==> config.mk <==
export PLATFORM = sky130hd
export DESIGN_NAME = sim_step_controller
export DESIGN_NICKNAME = d
export VERILOG_FILES = /design/src/rtl/sim_step_controller.sv
export SDC_FILE = /design/constraint.sdc
export NUM_CORES = 1
export LEC_CHECK = 0
export CAP_MARGIN = 20
export CORE_MARGIN = 2
export CORE_UTILIZATION = 45
export CTS_CLUSTER_SIZE = 10
export DETAILED_ROUTE_END_ITERATION = 10
export PLACE_DENSITY_LB_ADDON = 0.3
export SLEW_MARGIN = 10
export SYNTH_ARGS = -nofsm -noshare
export SYNTH_HDL_FRONTEND = slang
export SYNTH_SLANG_ARGS = --single-unit
export TNS_END_PERCENT = 100
==> constraint.sdc <==
create_clock -name clk -period 3 [get_ports clk]
set_clock_uncertainty 0.1 [all_clocks]
set_input_delay 0.3 -clock clk [delete_from_list [all_inputs] [get_ports clk]]
set_output_delay 0.3 -clock clk [all_outputs]
set_load 0.02 [all_outputs]
==> src/rtl/sim_step_controller.sv <==
// sim_step_controller: sequences one Verlet step across the rope node array.
// A step broadcasts a single integrate strobe and then runs ITERATIONS
// relaxation sweeps. Each sweep reads every node, clamps its position to the
// world bounds (node 0 is pinned to the anchor) and writes the result back
// through a one-hot strobe.
module sim_step_controller #(
    parameter int          NUM_NODES  = 8,
    parameter int          ITERATIONS = 2,
    parameter logic [31:0] ANCHOR_X   = 32'h000c8000,
    parameter logic [31:0] ANCHOR_Y   = 32'h0000a000,
    parameter logic [31:0] FLOOR_Y    = 32'h00000000,
    parameter logic [31:0] X_MIN      = 32'h00000000,
    parameter logic [31:0] X_MAX      = 32'h00190000,
    localparam int         SEL_W      = (NUM_NODES > 1) ? $clog2(NUM_NODES) : 1
) (
    input  logic                 clk,
    input  logic                 reset_n,
    input  logic                 step_req,
    input  logic [31:0]          x_in,
    input  logic [31:0]          y_in,
    output logic [SEL_W-1:0]     node_sel,
    output logic                 verlet_state,
    output logic [NUM_NODES-1:0] fix_constraint_state,
    output logic [31:0]          x_fix_constraint,
    output logic [31:0]          y_fix_constraint,
    output logic                 step_busy,
    output logic                 step_done,
    output logic [15:0]          clamp_count
);

    localparam int ITER_W = (ITERATIONS > 1) ? $clog2(ITERATIONS) : 1;

    // Bounds as signed values so the clamp comparisons are two's-complement.
    localparam logic signed [31:0] X_MIN_S   = X_MIN;
    localparam logic signed [31:0] X_MAX_S   = X_MAX;
    localparam logic signed [31:0] FLOOR_Y_S = FLOOR_Y;

    typedef enum logic [2:0] {
        S_IDLE,
        S_VERLET,
        S_READ,
        S_WRITE,
        S_DONE
    } state_t;

    state_t              state_q, state_d;
    logic [SEL_W-1:0]    node_q, node_d;
    logic [ITER_W-1:0]   iter_q, iter_d;
    logic [31:0]         x_fix_q, y_fix_q;
    logic [15:0]         clamp_cnt_q;
    logic [15:0]         clamp_count_q;

    logic                last_node;
    logic                last_iter;
    logic                in_write;
    logic [31:0]         x_new, y_new;
    logic                altered;

    assign last_node = (node_q == SEL_W'(NUM_NODES - 1));
    assign last_iter = (iter_q == ITER_W'(ITERATIONS - 1));
    assign in_write  = (state_q == S_WRITE);

    // Next-state sequencing and the per-state strobes; outputs derive only
    // from the registered state so an asynchronous reset drops them at once.
    always_comb begin
        state_d      = state_q;
        node_d       = node_q;
        iter_d       = iter_q;
        verlet_state = 1'b0;
        step_busy    = 1'b1;
        step_done    = 1'b0;
        case (state_q)
            S_IDLE: begin
                step_busy = 1'b0;
                if (step_req) begin
                    state_d = S_VERLET;
                end
            end
            S_VERLET: begin
                verlet_state = 1'b1;
                state_d      = S_READ;
            end
            S_READ: begin
                state_d = S_WRITE;
            end
            S_WRITE: begin
                if (last_node) begin
                    node_d = '0;
                    if (last_iter) begin
                        iter_d  = '0;
                        state_d = S_DONE;
                    end else begin
                        iter_d  = iter_q + ITER_W'(1);
                        state_d = S_READ;
                    end
                end else begin
                    node_d  = node_q + SEL_W'(1);
                    state_d = S_READ;
                end
            end
            S_DONE: begin
                step_done = 1'b1;
                state_d   = S_IDLE;
            end
            default: begin
                state_d = S_IDLE;
            end
        endcase
    end

    // One write strobe per node, raised only while that node is in WRITE.
    generate
        for (genvar gi = 0; gi < NUM_NODES; gi++) begin : g_fix_strobe
            assign fix_constraint_state[gi] = in_write && (node_q == SEL_W'(gi));
        end
    endgenerate

    // Constraint: pin node 0, otherwise clamp x into [X_MIN, X_MAX] and y to the floor.
    always_comb begin
        x_new = x_in;
        y_new = y_in;
        if (node_q == '0) begin
            x_new = ANCHOR_X;
            y_new = ANCHOR_Y;
        end else begin
            if ($signed(x_in) < X_MIN_S) begin
                x_new = X_MIN;
            end else if ($signed(x_in) > X_MAX_S) begin
                x_new = X_MAX;
            end
            if ($signed(y_in) < FLOOR_Y_S) begin
                y_new = FLOOR_Y;
            end
        end
        altered = (x_new != x_in) || (y_new != y_in);
    end

    // FSM state and node/iteration counters.
    always_ff @(posedge clk or negedge reset_n) begin
        if (!reset_n) begin
            state_q <= S_IDLE;
            node_q  <= '0;
            iter_q  <= '0;
        end else begin
            state_q <= state_d;
            node_q  <= node_d;
            iter_q  <= iter_d;
        end
    end

    // Capture the corrected position at the end of READ so WRITE presents it stable.
    always_ff @(posedge clk or negedge reset_n) begin
        if (!reset_n) begin
            x_fix_q <= '0;
            y_fix_q <= '0;
        end else if (state_q == S_READ) begin
            x_fix_q <= x_new;
            y_fix_q <= y_new;
        end
    end

    // Count altered writes in the running step (saturating) and publish it in DONE.
    always_ff @(posedge clk or negedge reset_n) begin
        if (!reset_n) begin
            clamp_cnt_q   <= '0;
            clamp_count_q <= '0;
        end else begin
            if ((state_q == S_IDLE) && step_req) begin
                clamp_cnt_q <= '0;
            end else if ((state_q == S_READ) && altered && (clamp_cnt_q != 16'hFFFF)) begin
                clamp_cnt_q <= clamp_cnt_q + 16'd1;
            end
            if (state_q == S_DONE) begin
                clamp_count_q <= clamp_cnt_q;
            end
        end
    end

    assign node_sel         = node_q;
    assign x_fix_constraint = x_fix_q;
    assign y_fix_constraint = y_fix_q;
    assign clamp_count      = clamp_count_q;

endmodule

# Word level (Yosys, flattened, before mapping)
# Cells that the tools add are included.
# word_totals
register_bits	103
input_bits	67
out_inout_bits	94
wordCells	60
# op_classes
addsub	3
order_cmp	3
n_eq_ne	15
n_mux	16
n_reduce_logical	16
# op_table
cell	count
32-bit 2-to-1 mux	5
32-bit by 1-bit less-than comparator with 1-bit output, second input constant	2
32-bit inequality test	2
32-bit by 22-bit > comparator with 1-bit output, second input constant	1
16-bit 2-to-1 mux	2
16-bit by 1-bit adder with 16-bit output, second input constant	1
16-bit inequality test, second input constant	1
3-bit == test, second input constant	5
3-bit by 2-bit == test with 1-bit output, second input constant	4
3-bit 2-to-1 mux	4
3-bit case mux with 4 select lines	1
1-bit logical AND	11
3-bit by 1-bit == test with 1-bit output, second input constant	2
3-bit logical NOT	2
1-bit 2-to-1 mux	4
3-bit by 1-bit adder with 3-bit output, second input constant	1
2-bit inequality test, second input constant	1
2-bit AND reduction	1
2-bit nonzero test	1
1-bit adder, second input constant	1
1-bit logical OR	1

# Logic depth before layout (Yosys ltp)
# depth
word_depth	10
mapped_depth	11
mapped_depth_nobuf	8

# Least setup slack after synthesis
# OpenSTA, ideal clock, no wires.
# synth_path
path_type	register -> register
startpoint	reg node_q[0] (netlist: node_sel[0])
endpoint	reg clamp_cnt_q[5]
setup_time_ps	119
arrival_ps	2144
required_ps	2781
slack_ps	637
path_stages_with_launch	12
path_buffers	3
period_less_slack_ps	2363
cell_sequence	dfrtp_1 -> inv_1 -> ha_1 -> nor2b_1 -> buf_2 -> nand3_1 -> o31ai_1 -> o2111a_1 -> buf_2 -> buf_2 -> nor4_1 -> o21a_1
# synth_between
elab_chain_len	7
word_cells_on_any_way	9
cone_classes	eq/ne: 2; mux: 2; reduce/logical: 5
# synth_lines
item	line_no	rtl
start, declared	47	logic [SEL_W-1:0] node_q, node_d;
start signal, assigned	146	node_q <= node_d;
3-bit logical NOT (*)	122	if (node_q == '0) begin
32-bit 2-to-1 mux	122	
32-bit inequality test	135	altered = (x_new != x_in) || (y_new != y_in);
1-bit logical OR (*)	135	
1-bit logical AND (*) (2 in series)	170	end else if ((state_q == S_READ) && altered && (clamp_cnt_q != 16'hFFFF)) begin
2-bit nonzero test (no source line) (*)	n/a	
end signal, assigned	171	clamp_cnt_q <= clamp_cnt_q + 16'd1;
end, declared	50	logic [15:0] clamp_cnt_q;
# Every way passes the cells marked *; elsewhere a longest branch is shown, timed or not.
# A chain may end at the register's enable or synchronous reset.

# Worst setup path in the final report
# layout_path
startpoint	reg node_q[0] (netlist: node_sel[0])
endpoint	reg clamp_cnt_q[12]
# Same word-level chain as after synthesis.

==> metrics.md <==
| Metric | Value |
|---|---|
| Sequential power share | `41.1%` |
| CTS Hold Bufs | `1` |
| Initial antenna violation count | `0` |
| Clock Power Share | `a little under a quarter` |
| Internal power | `2.87 mW` |
| Post-route DRC | `0` |
| CP bufs+invs | `2` |
| Core area | `9640 um^2` |
| Fin Setup TNS | `0 ns` |
| H-tree levels | `3` |
| WHS | `~0.39 ns` |
| DRT antenna net count | `0` |
| RSZ-0062 raised after global routing | `false` |
| Slew @ Worst Pin | `0.742 ns` |
| Critical path, cell by cell | `inv_1 -> ha_1 -> nand2b_1 -> nand2b_1 -> o32ai_1 -> o2111a_1 -> buf_4 -> or4_1 -> a21oi_1` |
| Die area | `10,600 um^2` |
| Initial Utilization | `45.7%` |
| Total Wirelength | `between 10,000 and 15,000 um` |
| FF-to-FF path depth | `9` |
| Final Cell Area | `6350 um^2` |
| Critical path data required time | `3.19 ns` |
| Power, Total | `4.36 mW` |
| Die X | `103 um` |
| Critical-path top delay cell | `or4_1` |
| Hold depth | `1` |
| Final min period | `approximately 2.5 ns` |
| Io pins | `161` |
| Skew-Pair Late Insertion Delay | `0.36 ns` |
| Seq cells post-synth | `approximately 100` |
| Die Span Y | `103 um` |
| Synth Instances | `375` |
| Routed WL per cell | `17.3 um` |
| Final hold violations | `0` |
| Yosys top cell by area | `dfrtp_1` |
| Worst Path Arrival | `2.71 ns` |
| Mapped Area | `4400 um^2` |
| Worst VDD drop | `roughly 0.00040 V` |
| Leak | `~2.7 nW` |
| CTS Buf Count | `9` |
| FP Rows | `36` |
| Crit path depth | `9` |
| Critical Path Start Type | `flop` |
| Crit-path max FO | `19` |
| Post-cts resize count | `0` |
| Setup bufs post-CTS | `0` |
| First-pass GRT wire length | `17,500 um` |
| Clk root buf | `clkbuf_8` |
| Total GRT Usage | `21.4%` |
| Ys Warns | `0` |
| Sw Pwr | `about 1.5 mW` |
| ANT cells | `0` |
| CTS tree | `done` |
| Syn_area_per_cell | `between 10 and 15 um^2` |
| Slew headroom | `50.5%` |
| Cell mode on critical path | `nand2b_1` |
| CP endpoint kind | `flop` |
| Crit path kind | `reg2reg` |
| Clock tree buffer depth | `2` |
| Max Cap Violations | `0` |
| Hpwl dp | `8240 um` |
| Hold Crit Class | `reg2reg` |
| Grt ovf | `0` |
| Status | `complete, no violations` |
| Async S/R FF share, synth | `100%` |
| Worst path top cell family by delay | `simple AND/OR/NAND/NOR gates` |
| Post-synth EDFFs | `0` |
| Slowest cell delay on critical path | `between 0.4 and 0.5 ns` |
| Crit share post-route | `84.3%` |
| Pins Over Slew Limit | `0` |
| Count leader, synth | `dfrtp_1` |
| Via density | `5.39` |
| Switching Share | `34.1%` |
| Combinational share of power | `35.7%` |
| Number of global-route vias before repair | `3,366` |
| Placed Area | `6100 um^2` |
| PD cells | `687 nW/um^2` |
| CTS clk-pin slew, worst paths | `0.10 ns` |
| Routed vias | `3,587` |
| Share of post-route cells with drive strength above 1 | `roughly 6.2%` |
| Seq/Total Area, Yosys | `between 50% and 60%` |
| Final nets | `602` |
| Main area contributors after synthesis | `dfrtp_1 57%, a22o_1 9.0%, mux2_1 3.3%, nand2_1 2.3%, mux2i_1 2.0%` |
| Clk sinks | `101` |
| Setup-failing EPs final | `0` |
| Iteration count of the initial detailed-routing pass | `4` |
| Synth cell types | `50` |
| RePlAce Congestion | `0.816` |
| Largest net degree at the start of global routing | `74` |
| P&R area growth vs syn | `44.3%` |
| Main synth FF type | `dfrtp_1` |
| IO buf count | `between 150 and 200` |
| F_max | `between 300 and 400 MHz` |
| Top-area cell type share of the netlist area | `57.4%` |
| Post-synth top cells | `101 x dfrtp_1, 45 x a22o_1, 27 x nand2_1, 14 x nand3_1, 14 x nor4_1` |
| Initial DRC count | `approximately 140` |
[stage by stage]
stage | setup WS [ns] | util [%] | cells
after floorplan | 0.637 | - | 376
after global placement | 0.238 | 63.3 | 649
after detailed placement | 0.271 | 63.3 | 649
after CTS | 0.477 | 65.9 | 666
after global routing | 0.333 | 65.9 | 666
final | 0.472 | 65.9 | 666
[routing by layer]
metal / global-route usage, % / vias to the layer above / wire [um]
met5: 0 / - / 0
met4: 8.00 / 0 / 176
met3: 3.93 / 13 / 762
met2: 35.1 / 122 / 5480
met1: 28.6 / 1768 / 5080
li1: - / 1684 / -
[cells in the final DEF (no fill, tap or decap), types with 9 or more instances in the layout]
| cell | count |
|---|---|
| and2_1 | 13 |
| nor2_1 | 11 |
| a22o_1 | 45 |
| dfrtp_1 | 101 |
| nor4_1 | 14 |
| mux2i_1 | 9 |
| o21ai_1 | 9 |
| mux2_1 | 13 |
| clkbuf_8 | 9 |
| nand2_1 | 27 |
| a21oi_1 | 12 |
| nand3_1 | 14 |
| clkdlybuf4s50_1 | 157 |
[final timing paths]
path,startpoint,endpoint,slack (ns)
max in group asynchronous,reset_n,x_fix_constraint[13],1.63
hold / removal,x_fix_constraint[27],x_fix_constraint[27],0.39
min in group asynchronous,reset_n,x_fix_constraint[3],0.42
setup / recovery,node_sel[0],clamp_cnt_q[12],0.47
setup reg to reg,node_sel[0],clamp_cnt_q[12],0.47
hold reg to reg,x_fix_constraint[27],x_fix_constraint[27],0.39
[power by group through the flow]
stage / Clock (mW) / Combinational [mW] / Sequential, mW
2_1_floorplan: 0 / 0.622 / 2.01
3_3_place_gp: 0 / 1.54 / 1.80
3_5_place_dp: 0 / 1.56 / 1.82
4_1_cts: 1.04 / 1.57 / 1.79
5_1_grt: 1.09 / 1.68 / 1.83
6_report: 1.01 / 1.56 / 1.79
[state kept, by name, summed over array words and instances, names as in the netlist]
| register | cells |
|---|---|
| state_q | 3 |
| node_sel | 3 |
| clamp_cnt_q | 16 |
| x_fix_constraint | 31 |
| y_fix_constraint | 31 |
| iter_q | 1 |
| clamp_count | 16 |
[worst reg2reg max path: cells and delay by family (launching register included)]
family                   cells  cell delay [ns]
AND/OR/NAND/NOR              3             0.91
AO/OA/AOI/OAI                3             0.50
flip-flops                   1             0.44
buffers and inverters        2             0.31
adder cells (fa/ha/maj)      1             0.19
[final cells by class]
cell class,instances,area [um^2]
clock buffer,10,128
clock inverter,6,111
fill,781,3290
inverter,6,22.5
multi-input combinational,244,1740
sequential,101,2530
tap,133,166
timing repair buffer,166,1650
[logic make-up (layout without fill, tap and decap cells)]
logic type	count (synthesis)	after routing	share of synthesized area, %
flip-flops	101	101	57.4
buffers and inverters	31	188	3.24
multiplexers	25	25	6.14
adder cells (fa/ha/maj)	7	7	1.99
XOR/XNOR	1	1	0.199
AO/OA/AOI/OAI	84	84	14.6
AND/OR/NAND/NOR	125	125	16.3
other	1	2	0.0852
(Power assumes the default switching activity.)
